### src/rtl/id_ex_stage_pkg.sv
// Shared pipeline definitions: control-bundle layout and MIPS opcode/funct constants.
package pipe_pkg;

    localparam int CTRL_W = 16;

    // Control bundle bit offsets, LSB first; bit 15 is spare and travels unchanged.
    localparam int CTRL_REGDST     = 0;   // [1:0]
    localparam int CTRL_REGWRITE   = 2;
    localparam int CTRL_MEMWRITE   = 3;
    localparam int CTRL_MEMREAD    = 4;
    localparam int CTRL_MEMTOREG   = 5;   // [6:5]
    localparam int CTRL_JUMP       = 7;   // [8:7]
    localparam int CTRL_BRANCHTYPE = 9;   // [10:9]
    localparam int CTRL_BRANCH     = 11;
    localparam int CTRL_ALUSRC     = 12;
    localparam int CTRL_ALUOP      = 13;  // [14:13]

    localparam logic [5:0] OP_RTYPE = 6'h00;
    localparam logic [5:0] OP_LW    = 6'h23;
    localparam logic [5:0] OP_SW    = 6'h2b;
    localparam logic [5:0] OP_BEQ   = 6'h04;
    localparam logic [5:0] OP_BNE   = 6'h05;
    localparam logic [5:0] OP_J     = 6'h02;
    localparam logic [5:0] OP_JAL   = 6'h03;
    localparam logic [5:0] OP_ADDI  = 6'h08;
    localparam logic [5:0] OP_SLTI  = 6'h0a;
    localparam logic [5:0] FUNCT_JR = 6'h08;

endpackage

### src/rtl/id_ex_stage_if.sv
// ID/EX boundary signals; master is the ID/control side, slave is the ID/EX register.
interface id_ex_stage_if #(
    parameter int DATA_W     = 32,
    parameter int REG_ADDR_W = 5,
    parameter int CNT_W      = 16
) ();
    logic                        flush_i;
    logic [pipe_pkg::CTRL_W-1:0] id_ctrl_i;
    logic [DATA_W-1:0]           id_pc4_i;
    logic [DATA_W-1:0]           id_rs_data_i;
    logic [DATA_W-1:0]           id_rt_data_i;
    logic [DATA_W-1:0]           id_imm_i;
    logic [REG_ADDR_W-1:0]       id_rs_i;
    logic [REG_ADDR_W-1:0]       id_rt_i;
    logic [REG_ADDR_W-1:0]       id_rd_i;
    logic [5:0]                  id_funct_i;

    logic [pipe_pkg::CTRL_W-1:0] ex_ctrl_o;
    logic [DATA_W-1:0]           ex_pc4_o;
    logic [DATA_W-1:0]           ex_rs_data_o;
    logic [DATA_W-1:0]           ex_rt_data_o;
    logic [DATA_W-1:0]           ex_imm_o;
    logic [REG_ADDR_W-1:0]       ex_rs_o;
    logic [REG_ADDR_W-1:0]       ex_rt_o;
    logic [REG_ADDR_W-1:0]       ex_rd_o;
    logic [5:0]                  ex_funct_o;
    logic                        ex_valid_o;
    logic                        pc_write_o;
    logic                        if_id_write_o;
    logic [CNT_W-1:0]            stall_cnt_o;

    modport master (
        output flush_i, id_ctrl_i, id_pc4_i, id_rs_data_i, id_rt_data_i, id_imm_i,
               id_rs_i, id_rt_i, id_rd_i, id_funct_i,
        input  ex_ctrl_o, ex_pc4_o, ex_rs_data_o, ex_rt_data_o, ex_imm_o,
               ex_rs_o, ex_rt_o, ex_rd_o, ex_funct_o, ex_valid_o,
               pc_write_o, if_id_write_o, stall_cnt_o
    );

    modport slave (
        input  flush_i, id_ctrl_i, id_pc4_i, id_rs_data_i, id_rt_data_i, id_imm_i,
               id_rs_i, id_rt_i, id_rd_i, id_funct_i,
        output ex_ctrl_o, ex_pc4_o, ex_rs_data_o, ex_rt_data_o, ex_imm_o,
               ex_rs_o, ex_rt_o, ex_rd_o, ex_funct_o, ex_valid_o,
               pc_write_o, if_id_write_o, stall_cnt_o
    );
endinterface

### src/rtl/id_ex_stage_hazard_detect_unit.sv
// Combinational load-use hazard detection; a pending flush overrides the stall.
module hazard_detect_unit #(
    parameter int REG_ADDR_W = 5
) (
    input  logic                  ex_valid,
    input  logic                  ex_memread,
    input  logic [REG_ADDR_W-1:0] ex_rt,
    input  logic [REG_ADDR_W-1:0] id_rs,
    input  logic [REG_ADDR_W-1:0] id_rt,
    input  logic                  flush,
    output logic                  hazard,
    output logic                  pc_write,
    output logic                  if_id_write
);
    // Loads into $0 never produce a usable value, so they never stall.
    assign hazard = ex_valid & ex_memread & (ex_rt != '0)
                  & ((ex_rt == id_rs) | (ex_rt == id_rt));

    assign pc_write    = ~(hazard & ~flush);
    assign if_id_write = ~(hazard & ~flush);
endmodule

### src/rtl/id_ex_stage.sv
// ID/EX pipeline register with load-use bubble insertion, flush squash and a
// saturating bubble counter.
module id_ex_stage
    import pipe_pkg::*;
#(
    parameter int DATA_W     = 32,
    parameter int REG_ADDR_W = 5,
    parameter int CNT_W      = 16
) (
    input logic          clk_i,
    input logic          rst_i,
    id_ex_stage_if.slave bus
);
    logic hazard;

    hazard_detect_unit #(.REG_ADDR_W(REG_ADDR_W)) u_hazard (
        .ex_valid    (bus.ex_valid_o),
        .ex_memread  (bus.ex_ctrl_o[CTRL_MEMREAD]),
        .ex_rt       (bus.ex_rt_o),
        .id_rs       (bus.id_rs_i),
        .id_rt       (bus.id_rt_i),
        .flush       (bus.flush_i),
        .hazard      (hazard),
        .pc_write    (bus.pc_write_o),
        .if_id_write (bus.if_id_write_o)
    );

    always_ff @(posedge clk_i or posedge rst_i) begin
        if (rst_i) begin
            bus.ex_ctrl_o    <= '0;
            bus.ex_pc4_o     <= '0;
            bus.ex_rs_data_o <= '0;
            bus.ex_rt_data_o <= '0;
            bus.ex_imm_o     <= '0;
            bus.ex_rs_o      <= '0;
            bus.ex_rt_o      <= '0;
            bus.ex_rd_o      <= '0;
            bus.ex_funct_o   <= '0;
            bus.ex_valid_o   <= 1'b0;
            bus.stall_cnt_o  <= '0;
        end else if (bus.flush_i) begin
            // Data fields are left as they were; only control and valid are killed.
            bus.ex_ctrl_o  <= '0;
            bus.ex_valid_o <= 1'b0;
        end else if (hazard) begin
            bus.ex_ctrl_o  <= '0;
            bus.ex_valid_o <= 1'b0;
            if (bus.stall_cnt_o != {CNT_W{1'b1}})
                bus.stall_cnt_o <= bus.stall_cnt_o + CNT_W'(1);
        end else begin
            bus.ex_ctrl_o    <= bus.id_ctrl_i;
            bus.ex_pc4_o     <= bus.id_pc4_i;
            bus.ex_rs_data_o <= bus.id_rs_data_i;
            bus.ex_rt_data_o <= bus.id_rt_data_i;
            bus.ex_imm_o     <= bus.id_imm_i;
            bus.ex_rs_o      <= bus.id_rs_i;
            bus.ex_rt_o      <= bus.id_rt_i;
            bus.ex_rd_o      <= bus.id_rd_i;
            bus.ex_funct_o   <= bus.id_funct_i;
            bus.ex_valid_o   <= 1'b1;
        end
    end
endmodule
### src/flat_wrapper.sv
// flat-port wrapper written by rule: the top's interface ports become plain ports
module id_ex_stage_flat import pipe_pkg::*;
#(
    parameter int DATA_W     = 32,
    parameter int REG_ADDR_W = 5,
    parameter int CNT_W      = 16
)
  (clk_i, rst_i, bus_flush_i, bus_id_ctrl_i, bus_id_pc4_i, bus_id_rs_data_i, bus_id_rt_data_i, bus_id_imm_i, bus_id_rs_i, bus_id_rt_i, bus_id_rd_i, bus_id_funct_i, bus_ex_ctrl_o, bus_ex_pc4_o, bus_ex_rs_data_o, bus_ex_rt_data_o, bus_ex_imm_o, bus_ex_rs_o, bus_ex_rt_o, bus_ex_rd_o, bus_ex_funct_o, bus_ex_valid_o, bus_pc_write_o, bus_if_id_write_o, bus_stall_cnt_o);
  id_ex_stage_if #(.DATA_W(DATA_W), .REG_ADDR_W(REG_ADDR_W), .CNT_W(CNT_W)) bus_i ();
  input logic clk_i;
  input logic rst_i;
  input wire logic [$bits(bus_i.flush_i)-1:0] bus_flush_i;
  input wire logic [$bits(bus_i.id_ctrl_i)-1:0] bus_id_ctrl_i;
  input wire logic [$bits(bus_i.id_pc4_i)-1:0] bus_id_pc4_i;
  input wire logic [$bits(bus_i.id_rs_data_i)-1:0] bus_id_rs_data_i;
  input wire logic [$bits(bus_i.id_rt_data_i)-1:0] bus_id_rt_data_i;
  input wire logic [$bits(bus_i.id_imm_i)-1:0] bus_id_imm_i;
  input wire logic [$bits(bus_i.id_rs_i)-1:0] bus_id_rs_i;
  input wire logic [$bits(bus_i.id_rt_i)-1:0] bus_id_rt_i;
  input wire logic [$bits(bus_i.id_rd_i)-1:0] bus_id_rd_i;
  input wire logic [$bits(bus_i.id_funct_i)-1:0] bus_id_funct_i;
  output wire logic [$bits(bus_i.ex_ctrl_o)-1:0] bus_ex_ctrl_o;
  output wire logic [$bits(bus_i.ex_pc4_o)-1:0] bus_ex_pc4_o;
  output wire logic [$bits(bus_i.ex_rs_data_o)-1:0] bus_ex_rs_data_o;
  output wire logic [$bits(bus_i.ex_rt_data_o)-1:0] bus_ex_rt_data_o;
  output wire logic [$bits(bus_i.ex_imm_o)-1:0] bus_ex_imm_o;
  output wire logic [$bits(bus_i.ex_rs_o)-1:0] bus_ex_rs_o;
  output wire logic [$bits(bus_i.ex_rt_o)-1:0] bus_ex_rt_o;
  output wire logic [$bits(bus_i.ex_rd_o)-1:0] bus_ex_rd_o;
  output wire logic [$bits(bus_i.ex_funct_o)-1:0] bus_ex_funct_o;
  output wire logic [$bits(bus_i.ex_valid_o)-1:0] bus_ex_valid_o;
  output wire logic [$bits(bus_i.pc_write_o)-1:0] bus_pc_write_o;
  output wire logic [$bits(bus_i.if_id_write_o)-1:0] bus_if_id_write_o;
  output wire logic [$bits(bus_i.stall_cnt_o)-1:0] bus_stall_cnt_o;
  assign bus_i.flush_i = bus_flush_i;
  assign bus_i.id_ctrl_i = bus_id_ctrl_i;
  assign bus_i.id_pc4_i = bus_id_pc4_i;
  assign bus_i.id_rs_data_i = bus_id_rs_data_i;
  assign bus_i.id_rt_data_i = bus_id_rt_data_i;
  assign bus_i.id_imm_i = bus_id_imm_i;
  assign bus_i.id_rs_i = bus_id_rs_i;
  assign bus_i.id_rt_i = bus_id_rt_i;
  assign bus_i.id_rd_i = bus_id_rd_i;
  assign bus_i.id_funct_i = bus_id_funct_i;
  assign bus_ex_ctrl_o = bus_i.ex_ctrl_o;
  assign bus_ex_pc4_o = bus_i.ex_pc4_o;
  assign bus_ex_rs_data_o = bus_i.ex_rs_data_o;
  assign bus_ex_rt_data_o = bus_i.ex_rt_data_o;
  assign bus_ex_imm_o = bus_i.ex_imm_o;
  assign bus_ex_rs_o = bus_i.ex_rs_o;
  assign bus_ex_rt_o = bus_i.ex_rt_o;
  assign bus_ex_rd_o = bus_i.ex_rd_o;
  assign bus_ex_funct_o = bus_i.ex_funct_o;
  assign bus_ex_valid_o = bus_i.ex_valid_o;
  assign bus_pc_write_o = bus_i.pc_write_o;
  assign bus_if_id_write_o = bus_i.if_id_write_o;
  assign bus_stall_cnt_o = bus_i.stall_cnt_o;
  id_ex_stage #(.DATA_W(DATA_W), .REG_ADDR_W(REG_ADDR_W), .CNT_W(CNT_W)) u_core (.clk_i(clk_i), .rst_i(rst_i), .bus(bus_i));
endmodule
### config.mk
export PLATFORM = sky130hd
export DESIGN_NAME = id_ex_stage_flat
export DESIGN_NICKNAME = d
export VERILOG_FILES = /design/src/rtl/id_ex_stage_pkg.sv /design/src/rtl/id_ex_stage_if.sv /design/src/rtl/id_ex_stage_hazard_detect_unit.sv /design/src/rtl/id_ex_stage.sv /design/src/flat_wrapper.sv
export SDC_FILE = /design/constraint.sdc
export NUM_CORES = 1
export LEC_CHECK = 0
export ABC_AREA = 1
export ABC_CLOCK_PERIOD_IN_PS = 6670
export CAP_MARGIN = 20
export CORE_UTILIZATION = 35
export CTS_BUF_LIST = sky130_fd_sc_hd__clkbuf_4 sky130_fd_sc_hd__clkbuf_8
export DETAILED_ROUTE_END_ITERATION = 8
export PLACE_DENSITY = 0.69
export SYNTH_ARGS = -nofsm -noshare
export SYNTH_HDL_FRONTEND = slang
export SYNTH_SLANG_ARGS = --single-unit
### constraint.sdc
create_clock -name clk_i -period 6.67 [get_ports clk_i]
set_input_delay 1.0005 -clock clk_i [delete_from_list [all_inputs] [get_ports clk_i]]
set_output_delay 1.0005 -clock clk_i [all_outputs]
set_load 0.02 [all_outputs]
======== Word level (Yosys, flattened, before mapping) ========
Index checks and enable logic that the tools add are counted.
word-level totals
  register bits after elaboration ......... 182
  latch bits .............................. 0
  bits in writable memories ............... 0
  memory bits (read-only) ................. 0
  bits of input ports ..................... 168
  output and inout bits ................... 184
  word-level logic and storage cells ...... 30
  memories kept ........................... 0
cells by class
  $add $sub $neg .......................... 1
  multipliers ............................. 0
  divide/modulo/power cells ............... 0
  magnitude comparators ................... 0
  eq/ne operators ......................... 3
  shifts and indexed selects .............. 0
  muxes and demuxes ....................... 4
  bitwise operators ....................... 8
  reduce and logical (&&, ||, !) cells .... 3
operator list
  kind                                           count
  2-to-1 mux 16 bit                              2
  adder 16 x 1 -> 16 bit, second input constant  1
  != test 16 bit, second input constant          1
  == test 5 bit                                  2
  nonzero test 5 bit                             1
  AND 1 bit                                      4
  inverter 1 bit                                 3
  AND reduction 3 bit                            1
  2-to-1 mux 1 bit                               2
  AND reduction 2 bit                            1
  bitwise OR 1 bit                               1

======== Logic depth before layout (Yosys ltp) ========
Gate-level depths: netlist of run 1.
  depth in word-level cells ............... 5
  depth in mapped cells ................... 12
  mapped depth without buffers ............ 10

======== By module ========
A second synthesis of run 1 with hierarchy kept.
unflattened totals
  cells, all modules ...................... 880
  area total of the unflattened synthesis .. 7383.3 um2
by module, submodules not included
  module              times used  cells an instance  area an instance (um2)  seq. area each (um2)
  id_ex_stage         1           827                7138.1                  4554.4
  hazard_detect_unit  1           53                 245.2                   0.0

======== Worst setup path before layout of run 1 ========
No wires, ideal clock.
  path kind ............................... input to output
  from .................................... in bus_id_rt_i[3]
  to ...................................... out bus_pc_write_o
  data arrival time ....................... 2234 ps
  slack ................................... 3435 ps
  stages on the path ...................... 9
  buffers on the path ..................... 2
  cell sequence ........................... inv_1 > nand2_1 > nand2_1 > nor2_1 > nand3_1 > nand2_2 > clkbuf_1 > nand3_1 > buf_4
on the way
  word-level cells in the longest chain between the ends .. 5
ends and longest elaborated chain
  element           RTL line                              RTL
  from (decl)       flat_wrapper.sv:19                    input wire logic [$bits(bus_i.id_rt_i)-1:0] bus_id_rt_i;
  == test 5 bit     id_ex_stage_hazard_detect_unit.sv:17  & ((ex_rt == id_rs) | (ex_rt == id_rt));
  bitwise OR 1 bit  id_ex_stage_hazard_detect_unit.sv:17
  AND 1 bit         id_ex_stage_hazard_detect_unit.sv:17
  AND 1 bit         --
  inverter 1 bit    --
  to (decl)         flat_wrapper.sv:32                    output wire logic [$bits(bus_i.pc_write_o)-1:0] bus_pc_write_o;
Every way passes these cells.

======== Final worst setup path of run 1 ========
  from .................................... in bus_id_rt_i[1]
  to ...................................... out bus_if_id_write_o
on the way
  word-level cells in the longest chain between the ends .. 5
ends and longest elaborated chain
  element           RTL line                              RTL
  == test 5 bit     id_ex_stage_hazard_detect_unit.sv:17
  bitwise OR 1 bit  id_ex_stage_hazard_detect_unit.sv:17
  AND 1 bit         id_ex_stage_hazard_detect_unit.sv:17
  AND 1 bit         id_ex_stage_hazard_detect_unit.sv:20  assign if_id_write = ~(hazard & ~flush);
  inverter 1 bit    id_ex_stage_hazard_detect_unit.sv:20
  to (decl)         flat_wrapper.sv:33                    output wire logic [$bits(bus_i.if_id_write_o)-1:0] bus_if_id_write_o;
Every way passes these cells.

==> results of run 1 <==
## cell usage in the layout, fill, tap and decap left out, types with 3 or more instances in the layout
cell type	netlist	layout
clkinv_4	0	3
buf_4	4	4
clkbuf_8	0	19
inv_6	0	5
dfrtp_1	182	182
xor2_1	3	3
nand2_1	380	380
clkdlybuf4s50_1	0	351
inv_2	6	5
nor2_1	41	41
xnor2_1	6	6
nand3_1	162	162
inv_1	36	35
nand4_1	23	23
## flip-flops by register name (all words and copies together), names as in the netlist
signal / cells
u_core.bus.ex_imm_o: 32
u_core.bus.ex_pc4_o: 32
u_core.bus.ex_rs_data_o: 32
u_core.bus.ex_rt_data_o: 32
u_core.bus.ex_ctrl_o: 16
u_core.bus.stall_cnt_o: 16
u_core.bus.ex_funct_o: 6
u_core.bus.ex_rd_o: 5
u_core.bus.ex_rs_o: 5
u_core.bus.ex_rt_o: 5
u_core.bus.ex_valid_o: 1
## final cells by class
class / count / share of cell area, %
flip-flops and latches: 182 / 39.0
repair buffers: 356 / 30.5
multi-input cells: 622 / 22.9
well taps: 280 / 3.00
clock buffers: 19 / 2.24
inverters: 42 / 1.41
clock inverters: 12 / 0.985
## synth_stat cells
library cell / count
buf_2: 16
buf_4: 4
ha_1: 1
buf_6: 14
inv_1: 36
inv_2: 6
xor2_1: 3
nor2_2: 1
xnor2_1: 6
nand3_1: 162
nor2_1: 41
nand3_2: 1
nand4_1: 23
nand2_4: 1
buf_1: 6
clkbuf_1: 16
nand2_2: 2
o21ai_0: 1
nand2_1: 380
dfrtp_1: 182
## worst max-delay path, delay by kind of cell
family                 cells  cell delay (ps)
buffers and inverters      3             1170
AND/OR/NAND/NOR            6              830
## per-stage QoR
step | total power, mW | util [%] | cell area (µm²)
after global placement | 1.87 | 52.0 | 11300
after detailed placement | 1.88 | 52.0 | 11300
after global routing | 2.71 | 53.7 | 11700
after CTS | 2.62 | 53.7 | 11700
after floorplan | 1.54 | - | 7730
final | 2.58 | 53.7 | 11700
## report_power, final
part | leakage (nW) | internal, mW | switching, mW
logic | 3.22 | 0.296 | 0.307
registers | 2.26 | 1.19 | 0.0561
clock network | 0.186 | 0.291 | 0.438
## worst max path at each step
stage,to,slack (ps),depth (start not counted)
floorplan,u_core.bus.ex_ctrl_o[0]$_DFF_PP0_,730,1
global placement,u_core.bus.ex_rd_o[1]$_DFFE_PP0P_,2330,12
detailed placement,u_core.bus.ex_imm_o[5]$_DFFE_PP0P_,2330,12
CTS,bus_if_id_write_o,2680,9
global route,bus_pc_write_o,2460,9
finish,bus_if_id_write_o,2660,9
## cell families (layout without fill, tap and decap cells)
group	after synthesis	count (layout)	synth area share, %
buffers and inverters	98	429	6.57
flip-flops	182	182	58.9
AND/OR/NAND/NOR	611	611	33.3
adder cells (fa/ha/maj)	1	1	0.162
XOR/XNOR	9	9	1.02
AO/OA/AOI/OAI	1	1	0.0647
## layer usage
metal,GRT usage (%),share of wire [%],up-vias,wire [µm]
met1,25.4,42,3312,9490
met4,6.45,1.8,2,414
met2,31.4,47,264,10800
met3,7.00,9.0,30,2060
met5,0,0.057,-,13
li1,-,-,3492,-
==> impl_metrics.yaml, run 1 <==
yosys:
  netlist_instances: 902
  synth_top_area_share_pct: 58.9
  seq_area_frac_synth_pct: 58.9
  ys.warnings.count: 0
  synth_area_mm2: 0.00773
  synth.distinct_cells: 20
  syn_avg_cell_area_um2: 8.57
  ys_ff_latch: 182
  syn_nets: 1071
  synth_top_area_cell: "dfrtp_1"
  ys_top_cells_by_area: "dfrtp_1, nand2_1, nand3_1, buf_6, nor2_1"
floorplanning:
  top_level_ports: 352
  die_w_um: 151
  die_h_um: 151
  coreArea_mm2: 0.0218
  dieArea_mm2: 0.0227
  start_util_pct: 35.5
  rows: 54
routing:
  drt-total-wl_um: 22800
  vias: 7100
  route.detailed.drc: 0
  drtIter0Drc: 390
  viasPerCell: 4.69
  ant_nets: 0
  drtPass1Iterations: 4
  wl_per_cell_um: 15.1
timing:
  fin_crit_sh_pct: 60.1
  fin_crit_ps: 4010
  slew_viol_final: 0
  setup_viol_count_final: 0
  maxSlewHeadroom_pct: 33.9
  rsz0062_at_grt: "no"
  max_slew.worst_pin.slew_ps: 992
  fmax_mhz: 249
  finalHoldViolations: 0
  whs_ps: 475
  fin_setup_tns_ps: 0
  layout_setup_ws_ps: 2660
  fin_worst_skew_ps: 16.9
flow_run:
  drv_cap: 0
layout:
  regArea_mm2: 0.00455
  fill_cells: 2049
  multi_input_area_mm2: 0.00268
  drive_gt1_share_pct: 3.89
  instances_no_fill: 1513
  areaGrowthSynthToFinish_pct: 51.1
  layout.nets: 1390
  num_antenna_cells: 0
global_routing:
  first_global_vias: 6568
  grt_usage_pct: 19.9
  gr-total-overflow: 0
  grt_pass1_wl_um: 35000
  antenna_found_initial: 1
  grt_max_degree: 89
worst_setup_path:
  regToRegEndpoint: "u_core.bus.ex_imm_o[0]$_DFFE_PP0P_"
  slowest_delay_ps: 590
  worstPathMaxFanout: 19
  end_kind: "output pin"
  r2r_start: "u_core.bus.ex_rt_o[1]$_DFFE_PP0P_"
  crit_path_top_delay_cell: "clkdlybuf4s50_1"
  regToRegSetupSlack_ps: 3410
  worstRegToRegCells: 11
  start_kind: "input port"
  worstPathRequired_ps: 5670
  startpoint: "bus_id_rt_i[1]"
  critPathKind: "input port to output pin"
  path_cells: "clkdlybuf4s50_1, inv_1, nand2_1, nand2_1, nor2_1, nand3_1, nand2_2, nand3_1, clkdlybuf4s50_1"
  arrival_ps: 3010
cts:
  cts.clk_slew.worst_paths_ps: 90
  cts_buffers: 17
  cts-root-buf: "clkbuf_8"
  post-cts-setup-buffers: 0
  ctsHoldBuffers: 0
  clock-sinks: 182
  h-tree-depth: 4
  cts_resized: 0
  cts_tree: "done"
  clk_latency_ps: 460
  clockBufferDepth: 2
place:
  place_hpwl_um: 15400
  place_inst: 1482
  gp_congestion: 0.902
  dp_worst_setup_slack_ps: 2330
  io_buffers: 351
min_path:
  hold_start: "u_core.bus.ex_rt_data_o[1]$_DFFE_PP0P_"
  holdPathStages: 2
  hold_path_class: "register to register"
  hold_end: "u_core.bus.ex_rt_data_o[1]$_DFFE_PP0P_"
power_and_ir_drop:
  power_density_mw_per_mm2: 221
  ir_drop_v: 0.000120
  p_leak_nw: 5.66
run_status:
  status: "complete, no violations"
No activity file was read; power rests on OpenSTA's default activity.
==> inputs of run 2 (changes only) <==
ABC_CLOCK_PERIOD_IN_PS = 3250   (was 6670)
PLACE_DENSITY = 0.72   (was 0.69)
clock period = 3.25 ns   (was 6.67 ns; I/O delays follow)
==> impl_metrics.yaml, run 2 (synthesized netlist as in run 1, its figures left out) <==
routing:
  drt-total-wl_um: 23600
  drtIter0Drc: 388
  ant_nets: 0
  drtPass1Iterations: 4
  route.detailed.drc: 0
  vias: 7174
  wl_per_cell_um: 15.5
  viasPerCell: 4.72
worst_setup_path:
  end_kind: "output pin"
  regToRegSetupSlack_ps: 1180
  worstPathRequired_ps: 2760
  critPathKind: "register to output pin"
  start_kind: "register"
  arrival_ps: 2210
  worstPathMaxFanout: 19
floorplanning:
  die_w_um: 151
  die_h_um: 151
  coreArea_mm2: 0.0218
  dieArea_mm2: 0.0227
  top_level_ports: 352
  start_util_pct: 35.5
  rows: 54
timing:
  fin_worst_skew_ps: 18.7
  finalHoldViolations: 0
  maxSlewHeadroom_pct: 52.0
  setup_viol_count_final: 0
  fin_setup_tns_ps: 0
  max_slew.worst_pin.slew_ps: 719
  fmax_mhz: 370
  slew_viol_final: 0
  fin_crit_ps: 2700
  rsz0062_at_grt: "no"
  fin_crit_sh_pct: 83.1
layout:
  areaGrowthSynthToFinish_pct: 52.8
  final_common_cell: "nand2_1"
  multi_input_area_mm2: 0.00268
  layout.nets: 1397
  drive_gt1_share_pct: 4.44
  num_antenna_cells: 0
  fill_cells: 2034
  fin_area_mm2: 0.0118
  instances_no_fill: 1520
  regArea_mm2: 0.00455
  mostFrequentLayoutCells: "nand2_1, clkdlybuf4s50_1, dfrtp_1, nand3_1, nor2_1"
power_and_ir_drop:
  power_density_mw_per_mm2: 452
  pwr-share-clk_pct: 28.4
  power.total_mw: 5.34
  sequentialPowerShare_pct: 48.1
  power.switching_mw: 1.63
  p_leak_nw: 5.72
  switching_share_pct: 30.6
  intPower_mw: 3.71
  combPwrFrac_pct: 23.5
  ir_drop_v: 0.000221
cts:
  clockBufferDepth: 2
  post-cts-setup-buffers: 0
  cts-root-buf: "clkbuf_8"
  cts_buffers: 17
  h-tree-depth: 4
  cts_resized: 0
  cts_tree: "done"
  ctsHoldBuffers: 0
  clk_latency_ps: 460
  clock-sinks: 182
  cts.clk_slew.worst_paths_ps: 90
place:
  io_buffers: 351
  place_hpwl_um: 16500
  gp_congestion: 0.839
  place_area_mm2: 0.0114
  place_inst: 1489
global_routing:
  grt_pass1_wl_um: 36400
  first_global_vias: 6936
  antenna_found_initial: 0
  grt_usage_pct: 20.8
  grt_max_degree: 79
  gr-total-overflow: 0
run_status:
  status: "complete, no violations"
flow_run:
  drv_cap: 0
min_path:
  hold_path_class: "register to register"
-- run 2: cell types whose count changed in the layout (fill, tap and decap cells not counted), sizes merged --
| cell | previous run | this run |
|---|---|---|
| buf | 5 | 12 |
| clkinv | 4 | 2 |
| clkinvlp | 2 | 4 |
| bufinv | 0 | 1 |
| clkbuf | 19 | 18 |
-- run 2: final cells by class --
type	instances	area share, %
clock buffers	18	2.04
multi-input cells	622	22.7
clock inverters	13	1.15
repair buffers	363	31.2
flip-flops and latches	182	38.6
well taps	280	2.97
inverters	42	1.39
-- run 2: metal layers --
metal | track usage (%) | wire [µm] | up-vias
met3 | 6.27 | 1830 | 26
li1 | - | - | 3497
met4 | 6.55 | 367 | 0
met5 | 0 | 0 | -
met1 | 24.7 | 9610 | 3407
met2 | 35.7 | 11800 | 244
-- run 2: worst paths after layout --
path,cells past startpoint,to,start
max in group asynchronous,3,u_core.bus.ex_rt_data_o[24]$_DFFE_PP0P_,rst_i
max,6,bus_pc_write_o,u_core.bus.ex_rt_o[0]$_DFFE_PP0P_
min reg2reg,2,u_core.bus.ex_rd_o[3]$_DFFE_PP0P_,u_core.bus.ex_rd_o[3]$_DFFE_PP0P_
min in group asynchronous,2,u_core.bus.stall_cnt_o[9]$_DFFE_PP0P_,rst_i
max reg2reg,12,u_core.bus.ex_rs_data_o[25]$_DFFE_PP0P_,u_core.bus.ex_rt_o[2]$_DFFE_PP0P_
min,2,u_core.bus.ex_rd_o[3]$_DFFE_PP0P_,u_core.bus.ex_rd_o[3]$_DFFE_PP0P_
-- run 2: power groups by stage --
stage	Clock [mW]	Sequential [mW]	Combinational (mW)
floorplan	0	2.84	0.324
global placement	0	2.60	1.25
detailed placement	0	2.61	1.27
CTS	1.58	2.57	1.27
global route	1.66	2.59	1.36
finish	1.52	2.57	1.26
-- run 2: stage by stage --
stage / worst slack [ps] / hold slack [ps] / utilization (%)
global route: 344 / 492 / 54.3
CTS: 510 / 467 / 54.3
finish: 551 / 477 / 54.3
detailed placement: 644 / 458 / 52.6
floorplan: 426 / 577 / -
global placement: 690 / 452 / 52.6
-- run 2: worst max-delay path, stage by stage (launching register included) --
cell and delay, ps:
dfrtp_1 490, nor2_1 80, nand4_1 90, nand3_1 90, inv_2 290, nand3_1 160
clkdlybuf4s50_1 560
